## config.mk

```make
export PLATFORM = sky130hd
export DESIGN_NAME = dw_word_align_ctrl
export DESIGN_NICKNAME = d
export VERILOG_FILES = /design/src/rtl/dw_word_align_ctrl.sv
export SDC_FILE = /design/constraint.sdc
export NUM_CORES = 1
export LEC_CHECK = 0
export CAP_MARGIN = 0
export CORE_MARGIN = 2
export CORE_UTILIZATION = 45
export DETAILED_ROUTE_END_ITERATION = 8
export PLACE_DENSITY_LB_ADDON = 0.3
export SYNTH_ARGS = -nofsm -noshare
export SYNTH_HDL_FRONTEND = slang
export SYNTH_SLANG_ARGS = --single-unit
```

## constraint.sdc

```tcl
create_clock -name clk -period 4.48 [get_ports clk]
set_input_delay 0.448 -clock clk [delete_from_list [all_inputs] [get_ports clk]]
set_output_delay 0.448 -clock clk [all_outputs]
set_load 0.03 [all_outputs]
```

## src/rtl/dw_word_align_ctrl.sv

```systemverilog
// Word-alignment controller for a DW01_bsh rotator: hunts for SYNC under every
// left rotation, verifies it recurs once per frame, then holds the rotate amount.
module dw_word_align_ctrl #(
  parameter int unsigned W          = 8,
  parameter int unsigned SH_W       = 3,
  parameter logic [W-1:0] SYNC      = 8'hB8,
  parameter int unsigned FRAME_LEN  = 16,
  parameter int unsigned VERIFY_CNT = 3,
  parameter int unsigned LOSS_CNT   = 4
) (
  input  logic            clk,
  input  logic            rst_n,
  input  logic [W-1:0]    data_in,
  input  logic            data_valid,
  output logic [W-1:0]    data_out,
  output logic            out_valid,
  output logic [SH_W-1:0] sh,
  output logic            sof,
  output logic            locked
);

  localparam int unsigned FCW = (FRAME_LEN > 1) ? $clog2(FRAME_LEN) : 1;
  localparam int unsigned HCW = $clog2(VERIFY_CNT + 1);
  localparam int unsigned MCW = $clog2(LOSS_CNT + 1);

  typedef enum logic [1:0] {HUNT, VERIFY, LOCK} state_e;

  state_e          state_q, state_d;
  logic [FCW-1:0]  frm_cnt_q, frm_cnt_d, frm_next;
  logic [HCW-1:0]  hit_cnt_q, hit_cnt_d;
  logic [MCW-1:0]  miss_cnt_q, miss_cnt_d;
  logic [SH_W-1:0] sh_q, sh_d, hunt_k;
  logic [W-1:0]    data_q;
  logic            valid_q, sof_q, sof_d, locked_q, locked_d;
  logic            any_hit, sh_hit, is_check;

  // Same rotation the rotator performs: upper W bits of {A,A} << k.
  function automatic logic [W-1:0] rotl(input logic [W-1:0] a, input logic [SH_W-1:0] k);
    return (a << k) | (a >> (W - int'(k)));
  endfunction

  // Lowest rotation that maps the incoming word onto SYNC.
  always_comb begin
    any_hit = 1'b0;
    hunt_k  = '0;
    for (int k = int'(W) - 1; k >= 0; k--) begin
      if (rotl(data_in, SH_W'(k)) == SYNC) begin
        any_hit = 1'b1;
        hunt_k  = SH_W'(k);
      end
    end
  end

  assign sh_hit   = (rotl(data_in, sh_q) == SYNC);
  assign is_check = (frm_cnt_q == '0);
  assign frm_next = (frm_cnt_q == FCW'(FRAME_LEN - 1)) ? '0 : frm_cnt_q + FCW'(1);

  always_comb begin
    state_d    = state_q;
    frm_cnt_d  = frm_cnt_q;
    hit_cnt_d  = hit_cnt_q;
    miss_cnt_d = miss_cnt_q;
    sh_d       = sh_q;
    sof_d      = 1'b0;
    locked_d   = locked_q;
    if (data_valid) begin
      frm_cnt_d = frm_next;
      unique case (state_q)
        HUNT: begin
          if (any_hit) begin
            sh_d      = hunt_k;
            frm_cnt_d = FCW'(1);
            hit_cnt_d = HCW'(1);
            if (VERIFY_CNT == 1) begin
              state_d    = LOCK;
              miss_cnt_d = '0;
              locked_d   = 1'b1;
            end else begin
              state_d = VERIFY;
            end
          end
        end
        VERIFY: begin
          if (is_check) begin
            if (!sh_hit) begin
              state_d   = HUNT;
              hit_cnt_d = '0;
            end else if (hit_cnt_q >= HCW'(VERIFY_CNT - 1)) begin
              state_d    = LOCK;
              miss_cnt_d = '0;
              locked_d   = 1'b1;
            end else begin
              hit_cnt_d = hit_cnt_q + HCW'(1);
            end
          end
        end
        LOCK: begin
          if (is_check) begin
            if (sh_hit) begin
              miss_cnt_d = '0;
              sof_d      = 1'b1;
            end else if (miss_cnt_q >= MCW'(LOSS_CNT - 1)) begin
              state_d    = HUNT;
              miss_cnt_d = '0;
              hit_cnt_d  = '0;
              locked_d   = 1'b0;
            end else begin
              miss_cnt_d = miss_cnt_q + MCW'(1);
            end
          end
        end
        default: state_d = HUNT;
      endcase
    end
  end

  always_ff @(posedge clk or negedge rst_n) begin
    if (!rst_n) begin
      state_q    <= HUNT;
      frm_cnt_q  <= '0;
      hit_cnt_q  <= '0;
      miss_cnt_q <= '0;
      sh_q       <= '0;
      sof_q      <= 1'b0;
      locked_q   <= 1'b0;
      data_q     <= '0;
      valid_q    <= 1'b0;
    end else begin
      state_q    <= state_d;
      frm_cnt_q  <= frm_cnt_d;
      hit_cnt_q  <= hit_cnt_d;
      miss_cnt_q <= miss_cnt_d;
      sh_q       <= sh_d;
      sof_q      <= sof_d;
      locked_q   <= locked_d;
      data_q     <= data_in;
      valid_q    <= data_valid;
    end
  end

  assign data_out  = data_q;
  assign out_valid = valid_q;
  assign sh        = sh_q;
  assign sof       = sof_q;
  assign locked    = locked_q;

endmodule

```

Yosys cells after proc, flatten, opt, wreduce, memory -nomap -nowiden
Cells that the tools add are included.
- shifts and indexed selects: 2
- equality and inequality tests: 21
- order comparisons: 2
- $add $sub $neg: 4
- mux-type cells: 49
- bitwise operators: 8
- reduce and logical (&&, ||, !) cells: 9
- operator list (cell ; number):
    $eq 8x8->1 const B ; 9
    $mux 3 ; 14
    $shr 8x32->8 ; 1
    $mux 2 ; 10
    $mux 1 ; 18
    $reduce_and 8->1 ; 2
    $ne 2x2->1 const B ; 7
    $mux 4 ; 3
    $pmux 2 s3 ; 2
    $or 8x1->8 ; 1
    $or 8x2->8 ; 1
    $or 8x3->8 ; 1
    $or 8x4->8 ; 1
    $or 8x5->8 ; 1
    $or 8x6->8 ; 1
    $or 8x7->8 ; 1
    $or 8x8->8 ; 1
    $shl 8x3->8 ; 1
    $reduce_and 7->1 ; 1
    $ne 3x3->1 const B ; 2
    $pmux 3 s2 ; 1
    $reduce_and 6->1 ; 1
    $sub 4x3->5 const A ; 1
    $add 4x1->4 const B ; 1
    other kinds (13) ; 13
- word-level logic and storage cells: 104
- flip-flop bits (word level): 25
- bits of input ports: 11
- output and inout bits: 14

Depth between registers and ports, before layout
Gate-level depths: netlist of run 1.
- word-level depth: 12
- mapped depth: 14
- gate-level depth less buffers: 9

Least setup slack after synthesis of run 1
No wires, ideal clock.
- kind: register to register
- start point: register sh_q[0] (netlist: sh[0])
- end point: register hit_cnt_q[0]
- buffers on the path: 5
- cell stages (with the launch flop): 14
- setup slack: 1.459 ns
- data arrival time: 2.899 ns
- cells stage by stage: dfrtp_1 buf_6 buf_6 buf_4 inv_1 ha_1 clkbuf_1 mux2_2 o311ai_1 a221oi_2 nand4_2 buf_6 o21ai_0 a32o_1
- cells in the longest elaborated chain, start to end: 7
- RTL lines (element ; line ; source):
    from (decl) ; 32 ; logic [SH_W-1:0] sh_q, sh_d, hunt_k;
    from (signal assigned) ; 123 ; sh_q <= '0;
    from (signal assigned) ; 133 ; sh_q <= sh_d;
    $sub 4x3->5 ; 39 ; return (a << k) | (a >> (W - int'(k)));
    $shr 8x32->8 ; 39 ;
    $or 8x8->8 * ; 39 ;
    $eq 8x8->1 * ; 54 ; assign sh_hit = (rotl(data_in, sh_q) == SYNC);
    $mux 2 ; 85 ; if (!sh_hit) begin
    $mux 2 ; 84 ; if (is_check) begin
    $pmux 2 s3 ; 68 ; unique case (state_q)
    to (signal assigned) ; 131 ; hit_cnt_q <= hit_cnt_d;
    to (decl) ; 30 ; logic [HCW-1:0] hit_cnt_q, hit_cnt_d;
Mark *: on every way between the ends. The rest lies on a longest branch, timed or not. The select of a mux whose other input is x is not followed.
A chain may end at the register's enable or synchronous reset.

Worst setup path in the final report of run 1
- start point: register sh_q[1] (netlist: sh[1])
- end point: register hit_cnt_q[0]
Same word-level chain as after synthesis.

==> flow_results.org, run 1 <==
** Global route
- Global-route congestion overflow total :: 0
- The number of global-route vias before repair came to 1541.
- Entering global routing, the biggest net connects 26 pins.
- Number of antenna violations at the first check in global routing :: 0
- Global routing used 18.4% of the available tracks across all layers.
- The first global-routing pass estimated 7480 um of wire.

** Pwr
- Worst VDD drop :: 0.000285 V
- For this design the ratio of total power to cell area is 494 mW/mm^2.
- Static leakage :: 0.938 nW

** Placement
- Dpl hpwl :: 3120 um
- Worst slack after detailed placement :: 1.35 ns
- RePlAce Congestion :: 0.849
- In this run the tool buffered the top-level ports with 24 buffer cells.

** Clock network
- Clock tree from TritonCTS :: yes
- CTS sink cnt :: 25
- H-tree depth reported by CTS :: 1
- Post-CTS timing repair inserted 0 buffers for setup.
- Number of buffers inserted by hold repair at cts :: 0
- Later-pin clock latency in the skew report :: 0.27 ns
- Clock root buffer :: clkbuf_8
- Number of buffers created by CTS :: 3
- The clock passes through at most 2 buffers.
- Clock-pin slew was measured on the worst setup and hold paths at 0.09 ns.
- CTS-repair resized insts :: 0

** Drt
- After detailed routing, the number of remaining DRC violations is 0.
- Count of antenna-violating nets left after detailed routing :: 0
- Number of vias per cell after detailed routing :: 6.11
- In the final routed layout, each cell accounts on average for 16.1 um.
- The first detailed-routing pass took 4 iterations.
- Routed wire length :: 4550 um
- The detailed router finished its first iteration with 122 violations.
- The detailed router placed 1728 vias in this run.

** Logic synthesis
- Counting every net in the synthesized netlist gives 238.
- Synth warn :: 0
- In this run, distinct cell masters in the synthesized netlist total 57.
- Summing every instance area after synthesis gives 0.00201 mm^2.
- After synthesis, the share of flip-flops with an asynchronous set or reset is 100%.
- Counting flops and latches in the post-synthesis netlist gives 25.
- Counting every instance in the synthesized netlist gives 217.
- Among all flip-flop cells after synthesis, the most frequent one is dfrtp_1.
- Each instance of the synthesized netlist takes up on average 9.28 um^2.
- Share of the yosys chip area belonging to registers :: 31.1%
- Number of flops mapped to enable cells by yosys :: 0

** Finish
- Most common cell after layout, fill and taps aside :: dfrtp_1
- The area growth from synthesis to layout is 13.9%.
- The library cells used most frequently in the layout, excluding fill and tap cells, are dfrtp_1 (25), clkdlybuf4s50_1 (24), o21ai_0 (18).
- Net count reported at finish :: 253
- Count of fill cells added during filler insertion :: 393
- The post-route netlist has 9.52% of its cells at a drive strength greater than 1.
- Antenna diode instance count :: 0
- Cells fill 53.0% of the core in the end.

** Critical path
- Critical-path top delay cell :: dfrtp_1
- The worst register-to-register path begins at sh[1].
- Critical-path cell list :: inv_1, ha_1, nor3b_2, a211oi_1, o311a_1, nor2_1, nand4_2, o41ai_1, a32o_1
- For flop-to-flop paths, the worst setup slack is 1.35 ns.
- The endpoint identified for the worst register-to-register timing path is hit_cnt_q[0].
- By startpoint and endpoint, the worst setup path is classified as flip-flop to flip-flop.
- The worst setup path is launched from a flip-flop.
- In this run the worst path has a maximum fanout of 13.
- Crit path buffers/inverters :: 1
- The number of cells on the worst reg-to-reg path is 9.
- Gate family responsible for the most delay along the worst path :: compound AO/OA/AOI/OAI gates
- Slowest Stage Delay on Critical Path :: 0.56 ns
- The worst setup path is captured at a flip-flop.
- For the worst setup path, the data arrival time is 3.34 ns.
- Required time of the worst setup path :: 4.69 ns

** STA
- After routing, the total negative slack on setup checks comes to 0 ns.
- Setup violations remaining at the end of the flow were counted as 0.
- Maximum clock frequency :: 0.320 GHz
- Setup repair after global routing left no endpoint under its margin.
- Hold timing on the final database bottoms out at a slack of 0.526 ns.
- On the final layout, the worst clock skew is 0.00375 ns.
- The number of hold violations in the final report is 0.
- Worst slew pin tran :: 0.592 ns
- Across all setup checks in the final design, the least slack found is 1.35 ns.
- Crit path time final :: 3.13 ns
- In the finished design, the share of the clock period the worst path needs comes to 69.8%.
- In this run the tightest slew margin relative to its limit is 60.5%.
- The number of pins exceeding their max-slew limit in the final report came to 0.

** Worst hold path
- Worst hold path type :: input port to async pin

** Run status
- The flow ran to the end, and the final reports show no timing, DRC or antenna violations.

** Floorplan
- Number of core rows :: 24
- The initial utilization of the core area, before any placement, comes to 46.6%.
- Die width :: 70.9 um
- Pin placement for this block handled 25 I/O pins.
- The die covers 0.00502 mm^2.
- Vertical die dimension :: 70.9 um
- The core region is 0.00432 mm^2.

** Flow run
- Count of maximum capacitance violations :: 0
==> layout make-up <==
class | instances | area (um^2) | area share, %
sequential | 25 | 626 | 27.3
multi-input combinational | 161 | 1240 | 54.3
clock buffer | 3 | 41.3 | 1.80
timing repair buffer | 26 | 255 | 11.1
clock inverter | 1 | 5.00 | 0.218
inverter | 15 | 56.3 | 2.45
tap | 52 | 65.1 | 2.84
==> logic make-up (layout without fill, tap and decap cells) <==
family	after synthesis	in the layout	synth area share [%]
flops	25	25	31.1
compound gates	60	60	21.5
simple gates	72	72	22.9
fa+ha+maj	10	10	6.22
buf+inv	31	45	7.08
mux	19	19	11.2
==> how the worst max path moves through the flow <==
stage	startpoint	end	cells past startpoint
after global placement	data_in[4]	hit_cnt_q[0]	8
after floorplan	sh[0]	hit_cnt_q[0]	13
after CTS	sh[1]	hit_cnt_q[0]	9
final	sh[1]	hit_cnt_q[0]	9
after global routing	sh[1]	hit_cnt_q[0]	9
after detailed placement	data_in[4]	hit_cnt_q[0]	8
==> registers in the layout, indices dropped and copies added (netlist names) <==
name / count
data_out: 8
frm_cnt_q: 4
hit_cnt_q: 2
locked: 1
miss_cnt_q: 3
out_valid: 1
sh: 3
sof: 1
state_q: 2
==> where the power goes <==
part	internal, mW	leakage (nW)	total [mW]	switching, mW
logic	0.295	0.606	0.663	0.368
registers	0.265	0.307	0.331	0.0654
clock network	0.0624	0.0255	0.139	0.0769
==> synthesized netlist by cell type (all sizes together), types with 2 or more instances <==
cell / n / area (um^2)
mux2i: 11 / 110
o311ai: 2 / 17.5
nand4: 6 / 43.8
inv: 15 / 56.3
o22a: 2 / 17.5
a211oi: 2 / 15.0
nor3: 4 / 25.0
o31ai: 2 / 15.0
nand3: 6 / 30.0
or4: 2 / 15.0
o211ai: 3 / 22.5
a31oi: 3 / 18.8
nand2: 10 / 37.5
mux2: 6 / 71.3
o21bai: 4 / 30.0
o22ai: 3 / 18.8
nor4bb: 12 / 120
o21ai: 19 / 95.1
a21oi: 4 / 20.0
nand2b: 3 / 18.8
o32ai: 2 / 25.0
buf: 4 / 41.3
nor2b: 7 / 43.8
nor2: 11 / 41.3
nand3b: 3 / 22.5
clkbuf: 12 / 45.0
dfrtp: 25 / 626
ha: 10 / 125
nor3b: 2 / 20.0
mux4: 2 / 45.0
==> metal layers <==
metal | global-route usage (%) | wire length, um | vias to the layer above
li1 | - | - | 851
met1 | 27.7 | 2270 | 825
met2 | 27.1 | 1990 | 48
met3 | 2.85 | 257 | 4
met4 | 6.08 | 34 | 0
met5 | 0 | 0 | -
==> per-stage QoR <==
step	total power, mW	instances	cell area, um^2
after global routing	1.22	283	2290
after CTS	1.14	283	2290
final	1.13	283	2290
after detailed placement	0.989	279	2250
after global placement	0.981	279	2250
after floorplan	0.859	217	2010
Power figures use the tool's default switching activity.
==> inputs of run 2 (changes only) <==
- clock period: 4.48 -> 2.7 ns (I/O delays scaled with it)
==> run 2 against run 1 <==
Core utilization grew 3.5 points. Clock power grew 68%. Setup slack lost 1.2 ns. Final cell count grew 5.3%.
==> flow_results.org, run 2 (synthesized netlist as in run 1, its figures left out) <==
** Run status
- The run finished with clean final reports.

** Worst hold path
- In this run the worst hold path is classified as input port to async pin.

** Finish
- The share of final-layout standard cells stronger than drive strength 1 is 17.1% (+7.5 points).
- The count of antenna diodes in the layout came to 0 (unchanged).
- The final design instance area without fill was 0.00245 mm^2 (+6.7%).
- The count of fill cells added during filler insertion came to 408 (+3.8%).
- Net count reported at finish :: 268 (+5.9%)
- The area growth from synthesis to layout is 21.5%.
- The final core utilization came to 56.6% (+3.5 points).
- Flip-flop count of the largest register, all copies and words added :: 8 (unchanged)
- The library cells used most frequently in the layout, excluding fill and tap cells, are dfrtp_1 (24), clkdlybuf4s50_1 (24), o21ai_0 (17).

** Critical path
- Critical-path cell list :: inv_1, ha_4, nor3b_2, a211oi_1, o31a_1, o21bai_1, nand4_2, buf_4, o21ai_0, a32o_1
- The highest net fanout along the worst path was 13 (unchanged).
- Worst endpoint data arrival time :: 2.77 ns (-0.57 ns)
- STA classifies the critical path startpoint as a flip-flop.
- The slowest stage of the critical path belongs to the cell dfrtp_1.
- The data required time at the worst endpoint was 2.92 ns (-1.77 ns).
- The worst setup path is captured at a flip-flop.
- Startpoint-to-endpoint class of the critical path :: flip-flop to flip-flop
- The largest stage delay on the critical path was 0.39 ns (-0.17 ns).

** Pwr
- The switching share of total power was 44.0% (-1.1 points).
- Internal power :: 1.13 mW (+81%)
- The part of the total power dissipated in the clock network came to 11.7% (-0.6 points).
- Worst VDD drop :: 0.000492 V (+73%)
- Static leakage :: 1.02 nW (+8.2%)
- Combinational share of power :: 61.8% (+3.3 points)
- The total chip power came to 2.01 mW (+78%).
- Total power per unit cell area :: 822 mW/mm^2 (+66%)
- Sequential cell fraction of total power :: 26.5% (-2.7 points)
- Net switching power :: 884 uW (+73%)

** Drt
- Detailed Route Iter0 Violations :: 165 (+35%)
- The number of detailed-routing iterations run before antenna repair is 4 (unchanged).
- The remaining antenna violation count after routing was 0 (unchanged).
- The total via count after detailed routing came to 1791 (+3.6%).
- The per-cell routed wire length is 16.2 um (+0.56%).
- The post-detailed-routing wire length came to 4810 um (+5.9%).
- The number of remaining DRC errors came to 0 (unchanged).
- The post-detailed-route via-to-cell ratio was 6.01 (-1.6%).

** Global route
- Global-route wire length before repair :: 7900 um (+5.6%)
- The total routing usage reported by global routing is 19.4% (+0.91 points).
- Via count of the first global-routing pass :: 1693 (+9.9%)
- Maximum number of pins on one net before global-route repair :: 26 (unchanged)
- The total global routing overflow is 0 (unchanged).
- Number of antenna violations at the first check in global routing :: 0 (unchanged)

** Placement
- The global placement routability congestion was 0.814 (-4.2%).
- The instance area at placement is 0.00237 mm^2 (+5.7%).
- The detailed-placement wirelength estimate is 3600 um (+15%).
- The number of I/O port buffers came to 24 (unchanged).

** STA
- Worst slew pin tran :: 0.500 ns (-0.0923 ns)
- Worst relative slew slack :: 66.3% (+5.8 points)
- Setup violations, final :: 0 (unchanged)
- The number of pins exceeding their max-slew limit in the final report was 0 (unchanged).
- Setup repair after global routing left no endpoint under its margin.
- The highest clock frequency the design can meet is 0.392 GHz (+23%).
- Final Hold Viols :: 0 (unchanged)
- Crit path time final :: 2.55 ns (-0.577 ns)
- Setup skew after layout :: 0.00621 ns (+0.00245 ns)
- The setup TNS after final layout was 0 ns (unchanged).
- Final Cycle Share :: 94.5% (+25 points)

** Floorplan
- I/O pin count :: 25 (unchanged)
- Die width :: 70.9 um (unchanged)
- Vertical die dimension :: 70.9 um (unchanged)
- Core ar. :: 0.00432 mm^2 (unchanged)
- Number of core rows :: 24 (unchanged)
- The effective utilization at floorplan came to 46.6% (unchanged).
- Full die area :: 0.00502 mm^2 (unchanged)

** Flow run
- Count of maximum capacitance violations :: 0 (unchanged)

** Clock network
- The number of buffers on the longest clock path was 2 (unchanged).
- The CTS H-tree depth came to 1 (unchanged).
- The TritonCTS sink count came to 25 (unchanged).
- The source-to-sink clock delay at the later pin of the worst-skew pair was 0.28 ns (about the same).
- Clock root buffer :: clkbuf_8
- Number of buffers created by CTS :: 3 (unchanged)
- Clock tree from TritonCTS :: yes
- Clk pin slew, worst setup/hold paths :: 0.09 ns (about the same)
[run 2: changes by cell type in the layout (fill, tap and decap cells not counted), sizes merged]
cell,change
clkinvlp,+1
clkinv,-1
buf,+15
[run 2: final timing paths]
check / from / to / slack, ns / cells past startpoint
worst max-delay path: sh[1] / hit_cnt_q[0] / 0.15 / 10
worst min-delay path: rst_n / data_out[3] / 0.34 / 2
worst max register to register: sh[1] / hit_cnt_q[0] / 0.15 / 10
worst min register to register: miss_cnt_q[2] / miss_cnt_q[2] / 0.55 / 2
max in group asynchronous: rst_n / sh[0] / 2.09 / 2
min in group clk: miss_cnt_q[2] / miss_cnt_q[2] / 0.55 / 2
[run 2: stage by stage]
stage	instances	hold slack (ns)	setup slack (ns)
after floorplan	217	-0.0256	0.00444
after global routing	298	0.377	0.00154
after detailed placement	292	0.519	0.0370
after global placement	292	0.512	0.0765
after CTS	296	0.355	0.142
final	298	0.342	0.149
[run 2: critical path, delay by kind of cell (launching register included)]
kind / cells / cell delay [ns]
and+or+nand+nor: 2 / 0.49
DFF: 1 / 0.39
AOI/OAI and AO/OA: 5 / 0.93
adders and majority gates: 1 / 0.29
buffers and inverters: 2 / 0.39
[run 2: power groups by stage]
stage	clock network [mW]	registers, mW	logic, mW
final	0.234	0.533	1.24
after global routing	0.254	0.547	1.34
after CTS	0.239	0.531	1.22
after detailed placement	0	0.537	1.22
after global placement	0	0.537	1.20
after floorplan	0	0.561	0.943
[run 2: repair_timing]
item                       CTS  global route
setup endpoints to repair    0             2
gates resized for setup      0             1
buffers inserted             0             2
hold buffers                 0             0
[run 2: routing by layer]
metal  vias up  wire length (um)  global-route usage (%)
met5         -                 0                       0
met4         0                24                    3.98
met3         5               198                    3.56
met2        40              2330                    33.0
met1       866              2260                    25.8
li1        880                 -                       -
[run 2: cell type report]
type / count / area [um^2] / area share [%]
flip-flops and latches: 25 / 627 / 25.6
multi-input cells: 161 / 1270 / 51.8
well taps: 52 / 65.1 / 2.66
repair buffers: 41 / 380 / 15.5
inverters: 15 / 58.8 / 2.40
clock inverters: 1 / 7.51 / 0.307
clock buffers: 3 / 41.3 / 1.69
